==> src/rtl/lcd_bus_driver_if.sv <==
// lcd_bus_driver_if: byte-push handshake from the display formatter plus the
// HD44780 pin bundle (RS/RW/E/DB) driven by lcd_bus_driver.
interface lcd_bus_driver_if;
  logic [7:0] data;
  logic       ins_data;
  logic       send_data;
  logic       ready;
  logic       idle;
  logic       drop;
  logic       lcd_rs;
  logic       lcd_rw;
  logic       lcd_e;
  logic [7:0] lcd_db;

  // Formatter side: pushes bytes and observes flow control and pins
  modport master (
    output data, ins_data, send_data,
    input  ready, idle, drop, lcd_rs, lcd_rw, lcd_e, lcd_db
  );

  // Driver side
  modport slave (
    input  data, ins_data, send_data,
    output ready, idle, drop, lcd_rs, lcd_rw, lcd_e, lcd_db
  );
endinterface

==> src/rtl/lcd_bus_driver.sv <==
// lcd_bus_driver: queues instruction/data bytes and strobes them onto an
// HD44780-compatible bus in 8-bit or 4-bit mode, waiting out the execution
// time of each byte before taking the next one.
// Optional feature macro: LCD_LONG_CMD_EN (clear/home instructions use
// LONG_EXEC_CYC instead of EXEC_CYC).
module lcd_bus_driver #(
  parameter int unsigned BUS_4BIT      = 0,
  parameter int unsigned FIFO_DEPTH    = 4,
  parameter int unsigned SETUP_CYC     = 2,
  parameter int unsigned E_HIGH_CYC    = 12,
  parameter int unsigned EXEC_CYC      = 2000,
  parameter int unsigned LONG_EXEC_CYC = 80000
) (
  input  logic               clk,
  input  logic               rst,
  lcd_bus_driver_if.slave    bus
);

  localparam int unsigned PTR_W   = $clog2(FIFO_DEPTH);
  localparam int unsigned OCC_W   = PTR_W + 1;
  localparam int unsigned MAX_A   = (SETUP_CYC > E_HIGH_CYC) ? SETUP_CYC : E_HIGH_CYC;
  localparam int unsigned MAX_B   = (EXEC_CYC > LONG_EXEC_CYC) ? EXEC_CYC : LONG_EXEC_CYC;
  localparam int unsigned MAX_CYC = (MAX_A > MAX_B) ? MAX_A : MAX_B;
  localparam int unsigned CNT_W   = $clog2(MAX_CYC) + 1;

  localparam logic [CNT_W-1:0] LD_SETUP = CNT_W'(SETUP_CYC - 1);
  localparam logic [CNT_W-1:0] LD_EHI   = CNT_W'(E_HIGH_CYC - 1);
  localparam logic [CNT_W-1:0] LD_EXEC  = CNT_W'(EXEC_CYC - 1);
  localparam logic [CNT_W-1:0] LD_LONG  = CNT_W'(LONG_EXEC_CYC - 1);
  localparam logic [OCC_W-1:0] OCC_FULL = OCC_W'(FIFO_DEPTH);

  typedef enum logic [2:0] {
    ST_IDLE,
    ST_SETUP,
    ST_E_HI,
    ST_GAP,
    ST_EXEC
  } state_t;

  state_t           r_state;
  logic [CNT_W-1:0] r_cnt;
  logic             r_second;
  logic             r_long;
  logic [3:0]       r_lo;
  logic             r_rs;
  logic             r_e;
  logic [7:0]       r_db;

  logic [8:0]       r_mem [FIFO_DEPTH];
  logic [PTR_W-1:0] r_wr_ptr;
  logic [PTR_W-1:0] r_rd_ptr;
  logic [OCC_W-1:0] r_occ;
  logic             r_ready;
  logic             r_idle;
  logic             r_drop;

  logic             w_push;
  logic             w_pop;
  logic [OCC_W-1:0] w_occ_nxt;
  logic             w_idle_nxt;
  logic [8:0]       w_head;
  logic [7:0]       w_db_first;
  logic             w_long;

  assign w_push = bus.send_data & r_ready;
  assign w_pop  = (r_state == ST_IDLE) & (r_occ != '0);
  assign w_head = r_mem[r_rd_ptr];

  // First bus word of a byte: whole byte, or high nibble on lcd_db[7:4]
  assign w_db_first = (BUS_4BIT != 0) ? {w_head[7:4], 4'h0} : w_head[7:0];

`ifdef LCD_LONG_CMD_EN
  // Clear display (01) and return home (02) need the long execution wait
  assign w_long = ~w_head[8] & ((w_head[7:0] == 8'h01) | (w_head[7:0] == 8'h02));
`else
  assign w_long = 1'b0;
`endif

  // Occupancy after this edge, and whether the block is idle after it
  always_comb begin
    w_occ_nxt = r_occ;
    if (w_push && !w_pop) begin
      w_occ_nxt = r_occ + OCC_W'(1);
    end else if (!w_push && w_pop) begin
      w_occ_nxt = r_occ - OCC_W'(1);
    end
    w_idle_nxt = (w_occ_nxt == '0) &&
                 (((r_state == ST_IDLE) && !w_pop) ||
                  ((r_state == ST_EXEC) && (r_cnt == '0)));
  end

  // FIFO storage; entries are {ins_data, data}
  always_ff @(posedge clk) begin
    if (!rst && w_push) begin
      r_mem[r_wr_ptr] <= {bus.ins_data, bus.data};
    end
  end

  // FIFO pointers, occupancy and the registered handshake flags
  always_ff @(posedge clk) begin
    if (rst) begin
      r_wr_ptr <= '0;
      r_rd_ptr <= '0;
      r_occ    <= '0;
      r_ready  <= 1'b1;
      r_idle   <= 1'b1;
      r_drop   <= 1'b0;
    end else begin
      if (w_push) r_wr_ptr <= r_wr_ptr + PTR_W'(1);
      if (w_pop)  r_rd_ptr <= r_rd_ptr + PTR_W'(1);
      r_occ   <= w_occ_nxt;
      r_ready <= (w_occ_nxt != OCC_FULL);
      r_idle  <= w_idle_nxt;
      r_drop  <= bus.send_data & ~r_ready;
    end
  end

  // Bus sequencer: setup, strobe, optional nibble gap, execution wait
  always_ff @(posedge clk) begin
    if (rst) begin
      r_state  <= ST_IDLE;
      r_cnt    <= '0;
      r_second <= 1'b0;
      r_long   <= 1'b0;
      r_lo     <= '0;
      r_rs     <= 1'b0;
      r_e      <= 1'b0;
      r_db     <= '0;
    end else begin
      case (r_state)
        ST_IDLE: begin
          if (w_pop) begin
            r_rs     <= w_head[8];
            r_db     <= w_db_first;
            r_lo     <= w_head[3:0];
            r_long   <= w_long;
            r_second <= 1'b0;
            r_cnt    <= LD_SETUP;
            r_state  <= ST_SETUP;
          end
        end
        ST_SETUP: begin
          if (r_cnt == '0) begin
            r_e     <= 1'b1;
            r_cnt   <= LD_EHI;
            r_state <= ST_E_HI;
          end else begin
            r_cnt <= r_cnt - CNT_W'(1);
          end
        end
        ST_E_HI: begin
          if (r_cnt == '0) begin
            r_e <= 1'b0;
            if ((BUS_4BIT != 0) && !r_second) begin
              r_cnt   <= LD_EHI;
              r_state <= ST_GAP;
            end else begin
              r_cnt   <= r_long ? LD_LONG : LD_EXEC;
              r_state <= ST_EXEC;
            end
          end else begin
            r_cnt <= r_cnt - CNT_W'(1);
          end
        end
        ST_GAP: begin
          if (r_cnt == '0) begin
            r_db     <= {r_lo, 4'h0};
            r_second <= 1'b1;
            r_cnt    <= LD_SETUP;
            r_state  <= ST_SETUP;
          end else begin
            r_cnt <= r_cnt - CNT_W'(1);
          end
        end
        ST_EXEC: begin
          if (r_cnt == '0) begin
            r_state <= ST_IDLE;
          end else begin
            r_cnt <= r_cnt - CNT_W'(1);
          end
        end
        default: begin
          r_e     <= 1'b0;
          r_state <= ST_IDLE;
        end
      endcase
    end
  end

  assign bus.ready  = r_ready;
  assign bus.idle   = r_idle;
  assign bus.drop   = r_drop;
  assign bus.lcd_rs = r_rs;
  assign bus.lcd_rw = 1'b0;
  assign bus.lcd_e  = r_e;
  assign bus.lcd_db = r_db;

endmodule

==> src/flat_wrapper.sv <==
// flat-port wrapper written by rule: the top's interface ports become plain ports
module lcd_bus_driver_flat 
#(
  parameter int unsigned BUS_4BIT      = 0,
  parameter int unsigned FIFO_DEPTH    = 4,
  parameter int unsigned SETUP_CYC     = 2,
  parameter int unsigned E_HIGH_CYC    = 12,
  parameter int unsigned EXEC_CYC      = 2000,
  parameter int unsigned LONG_EXEC_CYC = 80000
)
  (clk, rst, bus_data, bus_ins_data, bus_send_data, bus_ready, bus_idle, bus_drop, bus_lcd_rs, bus_lcd_rw, bus_lcd_e, bus_lcd_db);
  lcd_bus_driver_if bus_i ();
  input  logic clk;
  input  logic rst;
  input wire logic [$bits(bus_i.data)-1:0] bus_data;
  input wire logic [$bits(bus_i.ins_data)-1:0] bus_ins_data;
  input wire logic [$bits(bus_i.send_data)-1:0] bus_send_data;
  output wire logic [$bits(bus_i.ready)-1:0] bus_ready;
  output wire logic [$bits(bus_i.idle)-1:0] bus_idle;
  output wire logic [$bits(bus_i.drop)-1:0] bus_drop;
  output wire logic [$bits(bus_i.lcd_rs)-1:0] bus_lcd_rs;
  output wire logic [$bits(bus_i.lcd_rw)-1:0] bus_lcd_rw;
  output wire logic [$bits(bus_i.lcd_e)-1:0] bus_lcd_e;
  output wire logic [$bits(bus_i.lcd_db)-1:0] bus_lcd_db;
  assign bus_i.data = bus_data;
  assign bus_i.ins_data = bus_ins_data;
  assign bus_i.send_data = bus_send_data;
  assign bus_ready = bus_i.ready;
  assign bus_idle = bus_i.idle;
  assign bus_drop = bus_i.drop;
  assign bus_lcd_rs = bus_i.lcd_rs;
  assign bus_lcd_rw = bus_i.lcd_rw;
  assign bus_lcd_e = bus_i.lcd_e;
  assign bus_lcd_db = bus_i.lcd_db;
  lcd_bus_driver #(.BUS_4BIT(BUS_4BIT), .FIFO_DEPTH(FIFO_DEPTH), .SETUP_CYC(SETUP_CYC), .E_HIGH_CYC(E_HIGH_CYC), .EXEC_CYC(EXEC_CYC), .LONG_EXEC_CYC(LONG_EXEC_CYC)) u_core (.clk(clk), .rst(rst), .bus(bus_i));
endmodule
==> config.mk <==
export PLATFORM = sky130hd
export DESIGN_NAME = lcd_bus_driver_flat
export DESIGN_NICKNAME = d
export VERILOG_FILES = /design/src/rtl/lcd_bus_driver_if.sv /design/src/rtl/lcd_bus_driver.sv /design/src/flat_wrapper.sv
export SDC_FILE = /design/constraint.sdc
export NUM_CORES = 1
export LEC_CHECK = 0
export CAP_MARGIN = 20
export CORE_ASPECT_RATIO = 1.2
export CORE_MARGIN = 10
export CORE_UTILIZATION = 35
export DETAILED_ROUTE_END_ITERATION = 10
export GPL_TIMING_DRIVEN = 1
export PLACE_DENSITY_LB_ADDON = 0.12
export REMOVE_ABC_BUFFERS = 1
export SLEW_MARGIN = 20
export SYNTH_ARGS = -nofsm -noshare
export SYNTH_HDL_FRONTEND = slang
export SYNTH_SLANG_ARGS = --single-unit
==> constraint.sdc <==
create_clock -name clk -period 2.9 [get_ports clk]
set_input_delay 0.725 -clock clk [delete_from_list [all_inputs] [get_ports clk]]
set_output_delay 0.725 -clock clk [all_outputs]
set_load 0.02 [all_outputs]
==> results_dict.tcl, run 1 <==
set metrics [dict create \
    setup_violations 0 \
    grt_pass1_vias 2824 \
    grt_max_degree 34 \
    path_clk_slew_ns 0.07 \
    critPathTopFamily "simple AND/OR/NAND/NOR gates" \
    place_congestion 0.7819 \
    clk_latency_ns 0.34 \
    synth.distinct_cells 60 \
    cp-end-kind "flip-flop" \
    clockPowerShare_pct 20.1 \
    grt_pass1_wl_um 14560 \
    crit_slowest_cell "or4b_2" \
    p_switching_mw 2.517 \
    fin_nets 409 \
    crit_chain "inv_1 -> ha_1 -> or4b_2 -> or3_1 -> buf_4 -> o211a_1 -> o21ai_0 -> a31oi_1" \
    wirelength_um 8741 \
    ys_seq_area_share_pct 52.10 \
    drt_iter0_markers 140 \
    setup_tns_ns 0 \
    antenna_found_initial 0 \
    design_area_sq_mm 0.004578 \
    yosysWarnings 0 \
    min_period_over_period_pct 91.84 \
    switching_share_pct 43.09 \
    place_area_sq_mm 0.004267 \
    hold_path_depth 2 \
    p_per_area_mw_per_mm2 1276 \
    yosys.area.top_type_share_pct 27.85 \
    worstRegToRegCells 8 \
    peakVddDrop_mv 0.4471 \
    cts_made_buffers 9 \
    dieWidth_um 116.1 \
    io_pins 26 \
    yosysMostFrequentCell "dfxtp_1" \
    cts_setup_buffers 0 \
    io_buffers 24 \
    avgSynthCellArea_sq_um 10.60 \
    synth-seq-cells 83 \
    crit_path_start_kind "flip-flop" \
    overflow 0 \
    worst-endpoint-arrival_ns 2.89 \
    worstMarginPinSlew_ns 0.6292 \
    viasPerCell 5.363 \
    hold_class "flip-flop to flip-flop" \
    fp-row-count 42 \
    p_seq_share_pct 31.1 \
    grt_usage_pct 11.98 \
    drv_slew 0 \
    finClkSkew_ns 0.008467 \
    diodes 0 \
    worst-path-stages 8 \
    wl_per_cell_um 16.62 \
    fin_util_pct 41.88 \
    ys.flop_type "dfxtp_1" \
    dieArea_sq_mm 0.01572 \
    max_freq_ghz 0.3755 \
    hpwl_um 6165 \
    cts_root_buf "clkbuf_16" \
    synth_top_area_cell "edfxtp_1" \
    relSlewSlack_pct 58.00 \
    worst_path_largest_cell_delay_ns 0.67 \
    clock_sinks 83 \
    clockBufferDepth 2 \
    die_h_um 135.4 \
    final_cells 526 \
    design.core.area_sq_mm 0.01093 \
    leakagePower_nw 1.610 \
    path_buf_inv 2 \
    cp.required_ns 3.12 \
    rsz0062_at_grt "no" \
    dr.pass1.iters 4 \
    status "finished, final reports clean" \
    initial_core_util_pct 35.51 \
    syn-cell-area_sq_mm 0.003881 \
    timing.final.ws_setup_ns 0.2366 \
    dp.cells 510 \
    drive_gt1_share_pct 12.44 \
    vias 2821 \
    maxCapViolations 0 \
    min_period_ns 2.663 \
    synth_common_cells "47 x dfxtp_1, 38 x nand2_1, 36 x edfxtp_1" \
    drc 0 \
    synth-async-reset-ratio_pct 0 \
    cts_tree "yes" \
    ant_nets 0 \
    synth.area.top_cells "edfxtp_1 28%, dfxtp_1 24%, mux4_2 5.2%, nand2_1 3.7%, nor2_1 2.8%" \
    criticalPathCategory "flip-flop to flip-flop" \
    pwr-share-comb_pct 48.7 \
    cts_max_level 3 \
    syn_inst 366 \
    hold_viol 0 \
    synth_edf_count 36 \
    crit_fanout 9 \
    syn2layout_area_growth_pct 17.96 \
    place_ws_ns 0.1083 \
    p_int_mw 3.324 \
]
==> flip-flops by register name (all words and copies together) (netlist names), 2 cells and up, named ones only <==
register           flops
u_core.r_mem          36
u_core.r_cnt          18
u_core.bus.lcd_db      8
u_core.r_lo            4
u_core.r_occ           3
u_core.r_state         3
u_core.r_rd_ptr        2
u_core.r_wr_ptr        2
==> cell type report <==
| cell class | count | area (sq um) |
|---|---|---|
| Fill cell | 1068 | 6352 |
| Timing Repair Buffer | 36 | 330.3 |
| Inverter | 10 | 37.54 |
| Tap cell | 132 | 165.2 |
| Clock buffer | 9 | 225.2 |
| Clock inverter | 7 | 80.08 |
| Sequential cell | 83 | 2022 |
| Multi-Input combinational cell | 249 | 1718 |
==> power by group through the flow <==
| stage | sequential (mW) | combinational (mW) | clock, mW |
|---|---|---|---|
| floorplan | 1.85 | 1.88 | 0 |
| global placement | 1.84 | 2.84 | 0 |
| detailed placement | 1.85 | 2.83 | 0 |
| CTS | 1.82 | 2.85 | 1.22 |
| global route | 1.87 | 3.19 | 1.26 |
| finish | 1.82 | 2.85 | 1.18 |
==> repair_timing <==
action	in CTS	in global routing
endpoints found under the setup margin	0	10
hold buffers	0	0
gates resized for setup	0	2
==> per-stage QoR <==
stage | power (mW) | hold slack [ns]
2_1_floorplan | 3.730 | 0.4296
4_1_cts | 5.887 | 0.4560
3_5_place_dp | 4.680 | 0.4477
3_3_place_gp | 4.681 | 0.4409
5_1_grt | 6.318 | 0.4736
6_report | 5.840 | 0.4534
==> worst reg2reg max path: stages (launching register included) <==
cell and delay (ns):
dfxtp_1 0.37, inv_1 0.09, ha_1 0.24, or4b_2 0.67
or3_1 0.52, buf_4 0.23, o211a_1 0.20, o21ai_0 0.15
a31oi_1 0.09
==> kinds of logic (layout without fill, tap and decap cells) <==
| logic type | Yosys count | after routing | synth area share (%) |
|---|---|---|---|
| compound gates | 83 | 83 | 14.70 |
| xor+xnor | 11 | 11 | 2.482 |
| fa+ha+maj | 9 | 9 | 2.837 |
| buf+inv | 34 | 62 | 3.804 |
| flops | 83 | 83 | 52.10 |
| mux | 15 | 15 | 6.770 |
| other cells | 1 | 1 | 0.09662 |
| simple gates | 130 | 130 | 17.21 |
==> cells in the final DEF, fill, tap and decap left out, types with 3 or more instances in the layout <==
cell type and count:
dfxtp_1 47, nand2_1 38, edfxtp_1 36, nor2_1 28, clkdlybuf4s50_1 24, a21oi_1 20
o21ai_0 12, buf_4 12, inv_1 10, mux4_2 9, nand3_1 9, clkbuf_16 9
xor2_1 8, a31oi_1 8, ha_1 8, nor3_1 7, nand3b_1 7, a211oi_1 7
or3_1 6, nor4_1 6, mux2i_1 6, and2_1 5, o22ai_1 5, nand2b_1 4
o2111ai_1 4, inv_6 4, or2_2 3, o31a_1 3, or4_1 3, xnor2_1 3
nor4b_1 3
==> path summary, 6_finish.rpt <==
| kind | start | to | slack (ns) |
|---|---|---|---|
| max reg2reg | u_core.r_cnt[1]$_SDFFE_PP0P_ | u_core.r_cnt[3]$_SDFFE_PP0P_ | 0.24 |
| min reg2reg | u_core.bus.lcd_db[1]$_SDFFE_PP0P_ | u_core.bus.lcd_db[1]$_SDFFE_PP0P_ | 0.45 |
| min | u_core.bus.lcd_db[1]$_SDFFE_PP0P_ | u_core.bus.lcd_db[1]$_SDFFE_PP0P_ | 0.45 |
| max | u_core.r_cnt[1]$_SDFFE_PP0P_ | u_core.r_cnt[3]$_SDFFE_PP0P_ | 0.24 |
==> routing by layer <==
metal  wire (um)  vias to the layer above  GRT usage, %
li1            -                     1412             -
met2        4446                       59         19.91
met1        3811                     1338         13.98
met4         152                        0         5.153
met3         330                       12         3.546
met5           0                        -             0
No activity file was read; power rests on OpenSTA's default activity.
==> run 2: changes to the inputs <==
--- a/config.mk
+++ b/config.mk
@@ -13,7 +13,6 @@
 export GPL_TIMING_DRIVEN = 1
 export PLACE_DENSITY_LB_ADDON = 0.12
 export REMOVE_ABC_BUFFERS = 1
-export SLEW_MARGIN = 20
 export SYNTH_ARGS = -nofsm -noshare
 export SYNTH_HDL_FRONTEND = slang
 export SYNTH_SLANG_ARGS = --single-unit
==> results of run 2 <==
Final layout, timing and power as in run 1 (identical DEF).
==> run 3: changes to the inputs <==
--- a/config.mk
+++ b/config.mk
@@ -11,8 +11,8 @@
 export CORE_UTILIZATION = 35
 export DETAILED_ROUTE_END_ITERATION = 10
 export GPL_TIMING_DRIVEN = 1
+export HOLD_SLACK_MARGIN = 0.12
 export PLACE_DENSITY_LB_ADDON = 0.12
-export REMOVE_ABC_BUFFERS = 1
 export SYNTH_ARGS = -nofsm -noshare
 export SYNTH_HDL_FRONTEND = slang
 export SYNTH_SLANG_ARGS = --single-unit
==> run 3 against run 2 <==
Effect of this change:
- non-clock buffer count rose by 4
- largest power group unchanged
- largest cell class unchanged
- utilization rose by 0.32 points
- highest routed layer unchanged
- final area rose by 0.77%
- worst hold slack improved by 0.0014 ns
- critical endpoint is now u_core.r_cnt[16]$_SDFFE_PP0P_
- register-to-register slack improved by 0.09 ns
- clock-buffer cell count did not move
- wire length rose by 1.7%
- combinational power rose by 1%
- global-route usage rose by 0.12 points
- sequential share of layout area fell by 0.34 points
- maximum frequency rose by 3.5%
==> results_dict.tcl, run 3 (same netlist as run 1, synthesis figures left out) <==
set metrics [dict create \
    drc 0 \
    status "finished, final reports clean" \
    fin_util_pct 42.20 \
    min_period_over_period_pct 88.72 \
    grt_pass1_vias 2860 \
    drv_slew 0 \
    hold_buffers 0 \
    dieWidth_um 116.1 \
    finClkSkew_ns 0.01114 \
    grt_usage_pct 12.10 \
    nFillCells 1061 \
    maxCapViolations 0 \
    mostFrequentLayoutCell "dfxtp_1" \
    synth_nets 386 \
    setup_tns_ns 0 \
    relSlewSlack_pct 57.41 \
    setup_violations 0 \
    wl_per_cell_um 16.78 \
    design.core.area_sq_mm 0.01093 \
    rsz0062_at_grt "no" \
    grt_pass1_wl_um 14790 \
    dr.pass1.iters 5 \
    hpwl_um 6388 \
    min_period_ns 2.573 \
    fin_nets 413 \
    overflow 0 \
    crit_path_start_kind "flip-flop" \
    hold_viol 0 \
    cp.required_ns 3.18 \
    crit_fanout 7 \
    power_mw 5.902 \
    antenna_found_initial 0 \
    syn2layout_area_growth_pct 18.86 \
    criticalPathCategory "flip-flop to flip-flop" \
    grt_max_degree 36 \
    wirelength_um 8893 \
    cts_root_buf "clkbuf_16" \
    place_congestion 0.8018 \
    worst-endpoint-arrival_ns 2.85 \
    path_buf_inv 1 \
    clock_sinks 83 \
    clockBufferDepth 2 \
    p_per_area_mw_per_mm2 1279 \
    regArea_sq_mm 0.002022 \
    cts_tree "yes" \
    multiInputGateArea_sq_mm 0.001719 \
    die_h_um 135.4 \
    viasPerCell 5.428 \
    vias 2877 \
    regMostFlops "u_core.r_mem" \
    clk_latency_ns 0.35 \
    worstMarginPinSlew_ns 0.6322 \
    initial_core_util_pct 35.51 \
    io_buffers 24 \
    cts_max_level 3 \
    ant_nets 0 \
    peakVddDrop_mv 0.4647 \
    drt_iter0_markers 108 \
    drive_gt1_share_pct 13.32 \
    fp-row-count 42 \
    leakagePower_nw 1.637 \
    io_pins 26 \
    largest_reg_flops 36 \
    cp-end-kind "flip-flop" \
    hold_class "flip-flop to flip-flop" \
    crit_top_cell "or3_1" \
    worst_path_largest_cell_delay_ns 0.68 \
    crit_chain "inv_1 -> ha_1 -> or4b_2 -> or2_2 -> or3_1 -> or3_1 -> a21oi_1" \
    path_clk_slew_ns 0.07 \
    max_freq_ghz 0.3887 \
    crit_slowest_cell "or4b_2" \
    dieArea_sq_mm 0.01572 \
    cts_made_buffers 9 \
    final_cell_mix "47 x dfxtp_1, 38 x nand2_1, 36 x edfxtp_1, 28 x nor2_1, 24 x clkdlybuf4s50_1" \
    critPathTopFamily "simple AND/OR/NAND/NOR gates" \
    diodes 0 \
]
run 3: cell count changes in the layout (fill, tap and decap cells not counted):
cell / before / now
or3_4: 0 / 1
clkinv_4: 0 / 1
clkinvlp_4: 2 / 1
o21bai_1: 0 / 1
buf_4: 12 / 16
or3_1: 6 / 5
inv_6: 4 / 3
inv_8: 0 / 1
o21bai_2: 1 / 0
run 3: layout make-up:
cell class | instances | area share (%)
tap | 132 | 3.580
clock inverter | 7 | 1.817
clock buffer | 9 | 4.882
timing repair buffer | 40 | 7.811
multi-input combinational | 249 | 37.27
inverter | 10 | 0.8137
sequential | 83 | 43.83
run 3: metrics by stage:
step | instance area (sq um) | hold slack (ns) | worst slack [ns] | cells
2_1_floorplan | 3881 | 0.4357 | 0.2612 | 366
3_3_place_gp | 4297 | 0.4413 | 0.1780 | 514
3_5_place_dp | 4297 | 0.4499 | 0.1365 | 514
4_1_cts | 4606 | 0.4592 | 0.1120 | 530
5_1_grt | 4613 | 0.4835 | 0.1448 | 530
6_report | 4613 | 0.4548 | 0.3270 | 530
run 3: power by group:
part           switching [mW]  total (mW)  internal [mW]  leakage, nW
Clock                   0.508        1.19          0.684        0.149
Combinational            1.73        2.89           1.16        0.776
Sequential              0.313        1.82           1.51        0.712
run 3: path summary, 6_finish.rpt:
kind / start / end / slack, ns / depth (start not counted)
setup / recovery: u_core.r_cnt[1]$_SDFFE_PP0P_ / u_core.r_cnt[16]$_SDFFE_PP0P_ / 0.33 / 7
hold / removal: u_core.bus.lcd_db[3]$_SDFFE_PP0P_ / u_core.bus.lcd_db[3]$_SDFFE_PP0P_ / 0.45 / 2
setup reg to reg: u_core.r_cnt[1]$_SDFFE_PP0P_ / u_core.r_cnt[16]$_SDFFE_PP0P_ / 0.33 / 7
hold reg to reg: u_core.bus.lcd_db[3]$_SDFFE_PP0P_ / u_core.bus.lcd_db[3]$_SDFFE_PP0P_ / 0.45 / 2
run 3: worst reg2reg max path: cells and delay by family, from the launching register on:
kind            cells  cell delay, ns
fa+ha+maj           1            0.25
simple gates        4            1.66
compound gates      1            0.14
buf+inv             1            0.10
flops               1            0.37
run 3: timing repair:
item,in CTS,in global routing
setup buffers,0,0
endpoints found under the setup margin,0,6
gates resized for setup,0,2
run 3: layer usage:
| layer | up-vias | GRT usage (%) | wire length (um) |
|---|---|---|---|
| li1 | 1428 | - | - |
| met1 | 1390 | 14.15 | 3822 |
| met2 | 52 | 20.86 | 4583 |
| met3 | 7 | 2.881 | 370 |
| met4 | 0 | 4.596 | 116 |
| met5 | - | 0 | 0 |
